`src/rtl/pipe_stage_elastic_if.sv`:
```
// Valid/ready bundle for one side of an elastic pipeline stage.
// The master drives the payload and valid; the slave drives ready.
interface pipe_stage_elastic_if #(
  parameter int CTRL_WIDTH = 8,
  parameter int DATA_WIDTH = 64,
  parameter int SEL_WIDTH  = 3
);
  logic                  valid;
  logic                  ready;
  logic [CTRL_WIDTH-1:0] ctrl;
  logic [DATA_WIDTH-1:0] data;
  logic [SEL_WIDTH-1:0]  sel;

  modport master (
    output valid,
    output ctrl,
    output data,
    output sel,
    input  ready
  );

  modport slave (
    input  valid,
    input  ctrl,
    input  data,
    input  sel,
    output ready
  );
endinterface

```
`src/rtl/pipe_stage_elastic.sv`:
```
// Elastic pipeline-stage register with stall, flush and optional skid.
// Empty slots carry all-zero control so downstream sees a NOP.
module pipe_stage_elastic #(
  parameter int CTRL_WIDTH = 8,
  parameter int DATA_WIDTH = 64,
  parameter int SEL_WIDTH  = 3,
  parameter int SKID       = 1
) (
  input  logic                 clk,
  input  logic                 rst,
  input  logic                 flush,
  pipe_stage_elastic_if.slave  up,
  pipe_stage_elastic_if.master dn,
  output logic [1:0]           occupancy
);

  typedef struct packed {
    logic [CTRL_WIDTH-1:0] ctrl;
    logic [DATA_WIDTH-1:0] data;
    logic [SEL_WIDTH-1:0]  sel;
  } ent_t;

  ent_t m_q;
  ent_t s_q;
  ent_t in_e;
  logic m_valid;
  logic s_valid;
  logic in_ready;
  logic in_fire;
  logic m_free;

  assign in_e = {up.ctrl, up.data, up.sel};

  // With skid, ready comes straight from a flop and breaks the
  // combinational ready chain through the pipeline.
  if (SKID != 0) begin : g_skid
    assign in_ready = ~s_valid;
  end else begin : g_reg
    assign in_ready = ~m_valid | dn.ready;
  end

  assign in_fire = up.valid & in_ready;
  assign m_free  = ~m_valid | dn.ready;

  always_ff @(posedge clk) begin
    if (rst) begin
      m_valid <= 1'b0;
      s_valid <= 1'b0;
      m_q     <= '0;
      s_q     <= '0;
    end else if (flush) begin
      m_valid    <= 1'b0;
      s_valid    <= 1'b0;
      m_q.ctrl   <= '0;
      s_q.ctrl   <= '0;
    end else if (m_free) begin
      if (s_valid) begin
        m_q      <= s_q;
        m_valid  <= 1'b1;
        s_valid  <= 1'b0;
        s_q.ctrl <= '0;
      end else if (in_fire) begin
        m_q     <= in_e;
        m_valid <= 1'b1;
      end else begin
        m_valid  <= 1'b0;
        m_q.ctrl <= '0;
      end
    end else if (in_fire) begin
      // Only reachable with skid: M is stalled, park the entry in S.
      s_q     <= in_e;
      s_valid <= 1'b1;
    end
  end

  assign up.ready  = in_ready;
  assign dn.valid  = m_valid;
  assign dn.ctrl   = m_q.ctrl;
  assign dn.data   = m_q.data;
  assign dn.sel    = m_q.sel;
  assign occupancy = {1'b0, m_valid} + {1'b0, s_valid};

endmodule

```
`src/flat_wrapper.sv`:
```
// flat-port wrapper written by rule: the top's interface ports become plain ports
module pipe_stage_elastic_flat 
#(
  parameter int CTRL_WIDTH = 8,
  parameter int DATA_WIDTH = 64,
  parameter int SEL_WIDTH  = 3,
  parameter int SKID       = 1
)
  (clk, rst, flush, occupancy, up_valid, up_ctrl, up_data, up_sel, up_ready, dn_valid, dn_ctrl, dn_data, dn_sel, dn_ready);
  pipe_stage_elastic_if #(.CTRL_WIDTH(CTRL_WIDTH), .DATA_WIDTH(DATA_WIDTH), .SEL_WIDTH(SEL_WIDTH)) up_i ();
  pipe_stage_elastic_if #(.CTRL_WIDTH(CTRL_WIDTH), .DATA_WIDTH(DATA_WIDTH), .SEL_WIDTH(SEL_WIDTH)) dn_i ();
  input  logic clk;
  input  logic rst;
  input  logic flush;
  output logic [1:0] occupancy;
  input wire logic [$bits(up_i.valid)-1:0] up_valid;
  input wire logic [$bits(up_i.ctrl)-1:0] up_ctrl;
  input wire logic [$bits(up_i.data)-1:0] up_data;
  input wire logic [$bits(up_i.sel)-1:0] up_sel;
  output wire logic [$bits(up_i.ready)-1:0] up_ready;
  output wire logic [$bits(dn_i.valid)-1:0] dn_valid;
  output wire logic [$bits(dn_i.ctrl)-1:0] dn_ctrl;
  output wire logic [$bits(dn_i.data)-1:0] dn_data;
  output wire logic [$bits(dn_i.sel)-1:0] dn_sel;
  input wire logic [$bits(dn_i.ready)-1:0] dn_ready;
  assign up_i.valid = up_valid;
  assign up_i.ctrl = up_ctrl;
  assign up_i.data = up_data;
  assign up_i.sel = up_sel;
  assign up_ready = up_i.ready;
  assign dn_valid = dn_i.valid;
  assign dn_ctrl = dn_i.ctrl;
  assign dn_data = dn_i.data;
  assign dn_sel = dn_i.sel;
  assign dn_i.ready = dn_ready;
  pipe_stage_elastic #(.CTRL_WIDTH(CTRL_WIDTH), .DATA_WIDTH(DATA_WIDTH), .SEL_WIDTH(SEL_WIDTH), .SKID(SKID)) u_core (.clk(clk), .rst(rst), .flush(flush), .up(up_i), .dn(dn_i), .occupancy(occupancy));
endmodule
```
`config.mk`:
```
export PLATFORM = sky130hd
export DESIGN_NAME = pipe_stage_elastic_flat
export DESIGN_NICKNAME = d
export VERILOG_FILES = /design/src/rtl/pipe_stage_elastic_if.sv /design/src/rtl/pipe_stage_elastic.sv /design/src/flat_wrapper.sv
export SDC_FILE = /design/constraint.sdc
export NUM_CORES = 1
export LEC_CHECK = 0
export CAP_MARGIN = 20
export CORE_MARGIN = 3
export CORE_UTILIZATION = 50
export DETAILED_ROUTE_END_ITERATION = 16
export PLACE_DENSITY = 0.8
export SLEW_MARGIN = 20
export SYNTH_ARGS = -nofsm -noshare
export SYNTH_HDL_FRONTEND = slang
export SYNTH_SLANG_ARGS = --single-unit
```
`constraint.sdc`:
```
create_clock -name clk -period 2 [get_ports clk]
set_clock_uncertainty 0.15 [all_clocks]
set_input_delay 0.3 -clock clk [delete_from_list [all_inputs] [get_ports clk]]
set_output_delay 0.3 -clock clk [all_outputs]
set_load 0.02 [all_outputs]
```
* Word-level counts from Yosys, hierarchy flattened *
Index checks and enable logic that the tools add are counted.

word-level totals
  register bits = 152
  bits of input ports = 80
  output and inout bits = 79
  word-level logic and storage cells = 31

cells by class
  add/sub/neg operators = 1
  eq/ne operators = 1
  muxes and demuxes = 8
  bitwise logic cells = 6
  reduce and logical (&&, ||, !) cells = 7

operators with widths
  kind                                                   number
  two-way mux 75 bit                                     2
  two-way mux 67 bit                                     1
  two-way mux 8 bit                                      3
  AND reduction 3 bit                                    2
  inverter 1 bit                                         4
  nonzero test 2 bit                                     2
  OR reduction 3 bit                                     1
  adder 1 x 1 -> 2 bit                                   1
  two-way mux 1 bit                                      2
  inequality test 2 x 1 -> 1 bit, second input constant  1
  AND reduction 2 bit                                    1
  OR reduction 2 bit                                     1
  bitwise AND 1 bit                                      1
  OR 1 bit                                               1

* Depth between registers and ports, before layout *
Gate-level depths: netlist (run 1).

  depth in word-level cells = 4
  depth in mapped cells = 6
  mapped depth without buffers = 3

* Worst setup path before layout (run 1) *
OpenSTA, ideal clock, no wires.

  kind = register to register
  from = register u_core.m_valid, in the netlist u_core.dn.valid
  to = register u_core.s_q[0] (netlist bit)
  library setup time = 72 ps
  arrival = 1453 ps
  required time = 1778 ps
  path slack = 325 ps
  cell stages (with the launch flop) = 7
  buffers on the path = 3
  period minus slack after synthesis = 1675 ps
  path through = dfxtp_1 > nand2b_1 > buf_2 > nor3b_2 > buf_6 > buf_6 > mux2i_1

on the way
  longest elaborated chain between the ends = 4

ends and longest elaborated chain
  item                                  line                      source
  start: declaration                    pipe_stage_elastic.sv:26  logic m_valid;
  start signal: assignment              pipe_stage_elastic.sv:47  m_valid <= 1'b0;
  start signal: assignment              pipe_stage_elastic.sv:52  m_valid <= 1'b0;
  start signal: assignment              pipe_stage_elastic.sv:59  m_valid <= 1'b1;
  inverter 1 bit                        pipe_stage_elastic.sv:43  assign m_free = ~m_valid | dn.ready;
  OR 1 bit                              pipe_stage_elastic.sv:43
  inverter 1 bit (no source line)       n/a
  AND reduction 3 bit (no source line)  n/a
  end signal: assignment                pipe_stage_elastic.sv:71  s_q <= in_e;
  end: declaration                      pipe_stage_elastic.sv:24  ent_t s_q;

Every way passes these cells.
A chain may end at the register's enable or synchronous reset.

* Final worst setup path (run 1) *
  from = register u_core.m_valid, in the netlist u_core.dn.valid
  to = output dn_valid

RTL lines
  item              line                source
  end: declaration  flat_wrapper.sv:21  output wire logic [$bits(dn_i.valid)-1:0] dn_valid;

No word-level cell between the ends.

==> results of run 1 <==
-- timing repair --
action                     CTS  global route
setup buffers                0             0
gates resized for setup      2             1
pin swaps                    0             0
setup endpoints to repair    2             1
-- flip-flops by register name (all words and copies together) (netlist names) --
register	cells
u_core.s_q	75
u_core.dn.data	64
u_core.dn.ctrl	8
u_core.dn.sel	3
u_core.dn.valid	1
u_core.s_valid	1
-- cell usage in the layout, fill, tap and decap left out, types with 9 or more instances in the layout --
cell	netlist	layout
o21ai_0	14	14
nand2_1	12	12
mux2i_1	134	134
a211oi_1	67	67
buf_4	3	19
a21oi_1	68	68
clkbuf_16	0	18
clkdlybuf4s50_1	0	154
o21ba_2	9	9
nand2b_1	135	134
dfxtp_1	152	151
-- per-stage QoR --
step	instances	setup WS, ns	total power (uW)
global route	999	0.0236	7770
floorplan	676	0.325	3760
global placement	968	0.0574	4230
finish	999	0.0940	7510
detailed placement	968	-0.0361	4260
CTS	999	0.0537	7560
-- power by group --
group / switching (uW) / internal (uW) / total [uW]
registers: 66.5 / 3140 / 3210
logic: 477 / 514 / 991
clock network: 1210 / 2100 / 3310
-- cell families (layout without fill, tap and decap cells) --
| kind of cell | after synthesis | count (layout) | share of synthesized area |
|---|---|---|---|
| compound gates | 169 | 169 | 0.164 |
| simple gates | 155 | 155 | 0.140 |
| flops | 152 | 152 | 0.450 |
| buf+inv | 65 | 216 | 0.0459 |
| mux | 134 | 134 | 0.198 |
| fa+ha+maj | 1 | 1 | 0.00185 |
-- layout make-up --
class,instances,area (um^2)
fill,969,3740
tap,172,215
timing repair buffer,184,1870
sequential,152,3050
clock buffer,25,537
clock inverter,6,83.8
multi-input combinational,459,3420
inverter,1,3.75
-- how the worst max path moves through the flow --
| stage | end | slack (ns) | cells after the start |
|---|---|---|---|
| 3_5_place_dp | u_core.dn.data[60] | -0.04 | 6 |
| 5_1_grt | dn_valid | 0.02 | 1 |
| 3_3_place_gp | u_core.dn.data[14] | 0.06 | 6 |
| 6_report | dn_valid | 0.09 | 1 |
| 2_1_floorplan | u_core.s_q[0] | 0.33 | 6 |
| 4_1_cts | up_ready | 0.05 | 2 |
-- layer usage --
metal / vias to the layer above / GRT usage
met3: 14 / 0.0654
met2: 148 / 0.408
met4: 0 / 0.0938
li1: 2672 / -
met1: 2703 / 0.295
met5: - / 0
==> results.toml, run 1 <==
[status]
outcome = "completed"

[setup_path]
crit_chain = "clkdlybuf4s50_1"
crit_path_start_kind = "flip-flop"
crit_type = "flip-flop to output pin"
critical-path-top-delay-family = "buffers and inverters"
r2r_cells = 3
cp_slowest_cell = "clkdlybuf4s50_1"
crit_arrival_ns = 1.46
crit_start = "u_core.dn.valid"
slowest_delay_ns = 0.64
r2r-end = "u_core.s_q[71]"
critPathBufInv = 1
crit_fanout = 4
cp-end-kind = "output pin"
r2r_start = "u_core.s_valid"
r2r_slack_ns = 0.32
cp.required_ns = 1.55

[logic_synthesis]
ys_seq_elements = 152
synth_top_area_frac = 0.450
synth_area_um2 = 6760
yosys_warnings = 0
synthArstFlopShare = 0
synth-edff-count = 0
synth_top_flop_cell = "dfxtp_1"
yosysMostFrequentCell = "dfxtp_1"
synth_seq_area_share = 0.450
yosysTopAreaCell = "dfxtp_1"
syn_inst = 676
synth_common_cells = "dfxtp_1, nand2b_1, mux2i_1"
syn_area_per_cell_um2 = 10.0
synth.net_count = 757
synthTopCellsByArea = "dfxtp_1, mux2i_1, nand2b_1, a211oi_1, a21oi_1"
synth.distinct_cells = 25

[die]
pin_count = 159
die-height_um = 122
rows = 41
dieArea_um2 = 15000
start_util = 0.523
core-area_um2 = 12900
die_x_um = 122

[global_route]
grt_start_max_net_pins = 100
overflow = 0
grt_pass1_wl_um = 28700
grt_usage = 0.242
grt_pass1_vias = 5696
antenna_found_initial = 0

[flow_run]
cap_viol_max_count = 0

[route]
routed-wl-met2_um = 9120
routedWlPerCell_um = 17.7
vias = 5537
wl_met3_um = 990
antenna_left = 0
drt_first_iter_violations = 378
top_layer_used = "met4"
drt_pre_antenna_iters = 4
drt-met1-wl_um = 7260
via_per_inst = 5.54
drt_wl_total_um = 17600
route.detailed.drc = 0

[cells_and_area]
design_area_um2 = 9180
final_layout_size_suffix_gt1_frac = 0.0846
final_nets = 896
antennaDiodeCount = 0
utilization = 0.710
area_growth_syn_to_layout_pct = 35.8

[timing]
fin_crit_ns = 1.91
holdWs_ns = 0.142
finalSetupViolCount = 0
tns_ns = 0
grt_setup_unrepaired = "no"
min_period_over_period = 0.953
worstMarginPinSlew_ns = 0.678
relSlewSlack = 0.548
hold_viol_final = 0
max_freq_ghz = 0.525
slew_viol_final = 0

[worst_hold_path]
hold_path_depth = 2
worstHoldStart = "rst"
whs_endpoint = "u_core.dn.data[32]"
hp-class = "input pin to flip-flop"

[clock_network]
cts_buffer_depth = 2
h-tree-depth = 4
cts_sinks = 152
cts_hold_buf = 0
clk_pin_slew_ns = 0.06
cts_buffers = 17
clk_latency_ns = 0.42
cts_tree = "built"
root_buffer = "clkbuf_16"

[place]
io_buffers = 158
gp_congestion = 0.782
dpl.hpwl_um = 11700
dpl_cell_area_um2 = 8560

[pwr]
power-per-cell-area_nw_per_um2 = 818
ir_worst_vdd_mv = 0.619
p_leak_uw = 0.00307
Power figures use the tool's default switching activity.
==> run 2, diff against run 1 <==
--- a/config.mk
+++ b/config.mk
@@ -11,5 +11,5 @@
 export DETAILED_ROUTE_END_ITERATION = 16
 export PLACE_DENSITY = 0.8
-export SLEW_MARGIN = 20
+export SLEW_MARGIN = 0
 export SYNTH_ARGS = -nofsm -noshare
 export SYNTH_HDL_FRONTEND = slang
==> constraint.sdc (replaced) <==
create_clock -name clk -period 2 [get_ports clk]
set_clock_uncertainty 0.15 [all_clocks]
set_input_delay 0.5 -clock clk [delete_from_list [all_inputs] [get_ports clk]]
set_output_delay 0.5 -clock clk [all_outputs]
set_load 0.02 [all_outputs]
==> run 2 against run 1 <==
  * Hold slack improved by 0.18 ns
  * Flip-flop and latch count is the same
  * Largest power group unchanged
  * Design area fell by 0.29%
  * First-iteration DRC count up 5.6%
  * Via count decreased by 0.61%
  * Non-clock buffer count is 10 higher
  * Utilization down 0.20 points
  * Sequential power barely moved
  * Highest routed layer unchanged
  * Critical path depth increased by 1
==> results.toml, run 2 (synthesis gave the netlist of run 1 again) <==
[global_route]
grt_start_max_net_pins = 94
overflow = 0
grt_usage = 0.235
antenna_found_initial = 1
grt_pass1_wl_um = 28100
grt_pass1_vias = 5763

[pwr]
p_leak_uw = 0.00340
power-per-cell-area_nw_per_um2 = 803
ir_worst_vdd_mv = 0.520

[clock_network]
cts_buffer_depth = 2
cts_tree = "built"
h-tree-depth = 4
cts_buffers = 17
clk_latency_ns = 0.42
clk_pin_slew_ns = 0.06
cts_setup_buffers = 0
cts_sinks = 152
root_buffer = "clkbuf_16"

[die]
die-height_um = 122
dieArea_um2 = 15000
rows = 41
start_util = 0.523
pin_count = 159
die_x_um = 122
core-area_um2 = 12900

[timing]
max_freq_ghz = 0.518
grt_setup_unrepaired = "no"
hold_viol_final = 0
min_period_over_period = 0.966
relSlewSlack = 0.536
fin_crit_ns = 1.93
worstMarginPinSlew_ns = 0.696
fin_ws_ns = 0.0686
finalSetupViolCount = 0
slew_viol_final = 0

[cells_and_area]
largest_reg_flops = 75
area_growth_syn_to_layout_pct = 35.4
final_cell_mix = "dfxtp_1, mux2i_1, nand2b_1, clkdlybuf4s50_1, dlygate4sd2_1"
final_nets = 906
largest-register = "u_core.s_q"
final_layout_size_suffix_gt1_frac = 0.0981
utilization = 0.708
mostFrequentLayoutCell = "dfxtp_1"
fin_cells = 1009

[setup_path]
crit_arrival_ns = 1.28
crit_path_start_kind = "flip-flop"
cp_slowest_cell = "dfxtp_4"
critPathBufInv = 1
slowest_delay_ns = 0.37
cp-end-kind = "output pin"
crit_fanout = 7
crit_type = "flip-flop to output pin"
critical-path-top-delay-family = "flip-flops"
cp.required_ns = 1.35
crit_chain = "ha_1 -> buf_2"

[worst_hold_path]
hp-class = "flip-flop to flip-flop"

[route]
drt_first_iter_violations = 399
antenna_left = 0
via_per_inst = 5.45
routedWlPerCell_um = 17.1
drt_pre_antenna_iters = 4
vias = 5503
route.detailed.drc = 0
drt_wl_total_um = 17300

[place]
io_buffers = 158
dp_cells = 978
dpl.hpwl_um = 11700
place_ws_ns = -0.194
gp_congestion = 0.805

[status]
outcome = "completed"

[flow_run]
cap_viol_max_count = 0
[run 2: changes by cell type in the layout (fill, tap and decap cells not counted), moves of 2 or more]
cell,previous run,this run
clkbuf_8,6,4
buf_12,8,10
clkinv_2,3,5
buf_4,19,27
clkdlybuf4s50_1,154,78
dlygate4sd2_1,2,77
[run 2: worst paths after layout]
kind / startpoint / to / slack (ns) / cells after the start
max: u_core.s_valid / occupancy[0] / 0.07 / 2
min: u_core.s_q[7] / u_core.s_q[7] / 0.32 / 2
max reg2reg: u_core.s_valid / u_core.s_q[74] / 0.11 / 3
min reg2reg: u_core.s_q[7] / u_core.s_q[7] / 0.32 / 2
[run 2: routing by layer]
metal,global-route usage,share of wire,vias up
li1,-,-,2699
met1,0.288,0.43,2649
met2,0.401,0.49,134
met3,0.0608,0.054,21
met4,0.0847,0.018,0
met5,0,0,-
[run 2: cell type report]
| cell class | instances | area (um^2) |
|---|---|---|
| diodes | 1 | 2.50 |
| clock buffers | 22 | 505 |
| clock inverters | 8 | 92.6 |
| fillers | 1020 | 3770 |
| inverters | 1 | 3.75 |
| multi-input cells | 459 | 3420 |
| flip-flops and latches | 152 | 3050 |
| well taps | 172 | 215 |
| repair buffers | 194 | 1870 |
[run 2: where the power goes]
group | switching, uW | internal (uW)
sequential | 61.1 | 3140
combinational | 473 | 456
clock | 1200 | 2020
[run 2: worst min-delay path, delay by kind of cell, from the launching register on]
| kind | cells | cell delay (ns) |
|---|---|---|
| DFF | 1 | 0.31 |
| and+or+nand+nor | 1 | 0.06 |
| muxes | 1 | 0.05 |
[run 2: what timing repair did]
action	CTS	global route
gates cloned	0	0
resized for setup	83	1
endpoints found under the setup margin	79	1
hold buffers	0	0
[run 2: metrics by stage]
step / power, uW / hold slack [ns] / cell area [um^2] / setup TNS, ns
floorplan: 3760 / 0.298 / 6760 / 0
global placement: 4240 / 0.307 / 8660 / -13.10
detailed placement: 4270 / 0.315 / 8660 / -18.03
CTS: 7400 / 0.325 / 9160 / 0
global route: 7600 / 0.347 / 9160 / 0
finish: 7350 / 0.321 / 9160 / 0
==> run 3, diff against run 2 <==
- CAP_MARGIN: 20 -> unset
- CORE_UTILIZATION: 50 -> 55
- DONT_BUFFER_PORTS: unset -> 1
- PLACE_DENSITY: 0.8 -> 0.7
- SLEW_MARGIN: 0 -> unset
==> run 3 against run 2 <==
  * Wire length shrank 7.3%
  * Critical path type unchanged
  * First-iteration DRC count rose by 2.0%
  * Largest cell class unchanged
  * Critical endpoint unchanged
  * Utilization decreased by 7.0 points
==> results.toml, run 3 (synthesis gave the netlist of run 1 again) <==
[worst_hold_path]
hp-class = "input pin to flip-flop"
worstHoldStart = "rst"
hold_path_depth = 1
whs_endpoint = "u_core.dn.data[9]"

[clock_network]
cts_buffer_depth = 2
clk_pin_slew_ns = 0.06
clk_latency_ns = 0.41
cts_tree = "built"
cts_sinks = 152
cts_buffers = 17
h-tree-depth = 4
cts_setup_buffers = 0
root_buffer = "clkbuf_16"

[cells_and_area]
largest-register = "u_core.s_q"
final_cell_mix = "dfxtp_1, mux2i_1, nand2b_1, a21oi_1, a211oi_1"
final_layout_size_suffix_gt1_frac = 0.0923
fin_cells = 804
area_growth_syn_to_layout_pct = 10.6
final_nets = 730
largest_reg_flops = 75
mostFrequentLayoutCell = "dfxtp_1"
antennaDiodeCount = 0

[pwr]
intPower_uw = 5300
seqPwrFrac = 0.484
p_switching_uw = 1600
ir_worst_vdd_mv = 0.428
pwr-share-comb = 0.061
p_clk_frac = 0.455
p_leak_uw = 0.00241
switching_share = 0.232
power-per-cell-area_nw_per_um2 = 923
total_power_uw = 6900

[timing]
fin_crit_ns = 1.92
worstMarginPinSlew_ns = 0.829
hold_viol_final = 0
fin_ws_ns = 0.0818
grt_setup_unrepaired = "no"
slew_viol_final = 0
max_freq_ghz = 0.521
finalSetupViolCount = 0
holdWs_ns = 0.0572
relSlewSlack = 0.443
min_period_over_period = 0.959

[setup_path]
crit_fanout = 20
crit_chain = "buf_16 -> ha_4"
slowest_delay_ns = 0.37
critPathBufInv = 1
cp-end-kind = "output pin"
cp_slowest_cell = "dfxtp_4"
crit_type = "flip-flop to output pin"
r2r_slack_ns = 0.16
crit_start = "u_core.s_valid"
crit_path_start_kind = "flip-flop"
r2r_cells = 4
crit_arrival_ns = 1.27
critical-path-top-delay-family = "flip-flops"
r2r_start = "u_core.s_valid"
cp.required_ns = 1.35
r2r-end = "u_core.s_q[66]"

[die]
core-area_um2 = 11700
start_util = 0.577
die_x_um = 117
pin_count = 159
rows = 39
dieArea_um2 = 13700
die-height_um = 117

[global_route]
grt_pass1_vias = 4977
grt_start_max_net_pins = 191
grt_pass1_wl_um = 25400
grt_usage = 0.239
antenna_found_initial = 0
overflow = 0

[status]
outcome = "completed"

[place]
dp_cells = 770
dpl.hpwl_um = 9890
io_buffers = 0
gp_congestion = 0.721
place_ws_ns = -0.176

[route]
vias = 4846
antenna_left = 0
drt_first_iter_violations = 407
drt_wl_total_um = 16000
route.detailed.drc = 0
routedWlPerCell_um = 19.9
via_per_inst = 6.03
drt_pre_antenna_iters = 4

[flow_run]
cap_viol_max_count = 0
-- run 3: cell types whose count changed in the layout (fill, tap and decap cells not counted), sizes merged --
cell	change
buf	-23
bufbuf	+1
clkbuf	-1
clkdlybuf4s50	-78
clkinv	+1
diode	-1
dlygate4sd2	-77
dlygate4sd3	+2
-- run 3: cell type report --
| cell class | count | area [um^2] |
|---|---|---|
| multi-input combinational | 459 | 3440 |
| clock buffer | 22 | 484 |
| inverter | 1 | 3.75 |
| fill | 967 | 4240 |
| sequential | 152 | 3050 |
| timing repair buffer | 18 | 223 |
| clock inverter | 9 | 97.6 |
| tap | 143 | 179 |
-- run 3: worst max path at each step --
stage	to	slack, ns	depth (start not counted)
after detailed placement	u_core.s_q[70]	-0.18	3
after global routing	u_core.s_q[66]	0.007	4
final	occupancy[0]	0.08	2
after global placement	u_core.s_q[72]	-0.11	3
after CTS	occupancy[0]	0.05	2
after floorplan	u_core.s_q[0]	0.18	6
-- run 3: timing repair --
item | in CTS | in global routing
endpoints found under the setup margin | 11 | 0
hold buffers | 2 | 0
resized for setup | 4 | 0
hold endpoints to repair | 16 | 0
-- run 3: through the flow --
step / setup TNS [ns] / area, um^2 / util
2_1_floorplan: 0 / 6760 / -
3_3_place_gp: -0.875 / 6820 / 0.582
3_5_place_dp: -2.98 / 6820 / 0.582
4_1_cts: 0 / 7480 / 0.638
5_1_grt: 0 / 7480 / 0.638
6_report: 0 / 7480 / 0.638
-- run 3: layer usage --
| metal | vias to the layer above | part of all wire | GRT usage |
|---|---|---|---|
| li1 | 2360 | - | - |
| met1 | 2330 | 0.40 | 0.277 |
| met2 | 135 | 0.48 | 0.391 |
| met3 | 21 | 0.092 | 0.0961 |
| met4 | 0 | 0.021 | 0.102 |
| met5 | - | 0 | 0 |
-- run 3: power groups by stage --
stage	sequential [uW]	combinational, uW	clock (uW)
after floorplan	3380	376	0
after global placement	3410	391	0
after detailed placement	3410	410	0
after CTS	3340	423	3200
after global routing	3350	466	3340
final	3340	419	3140
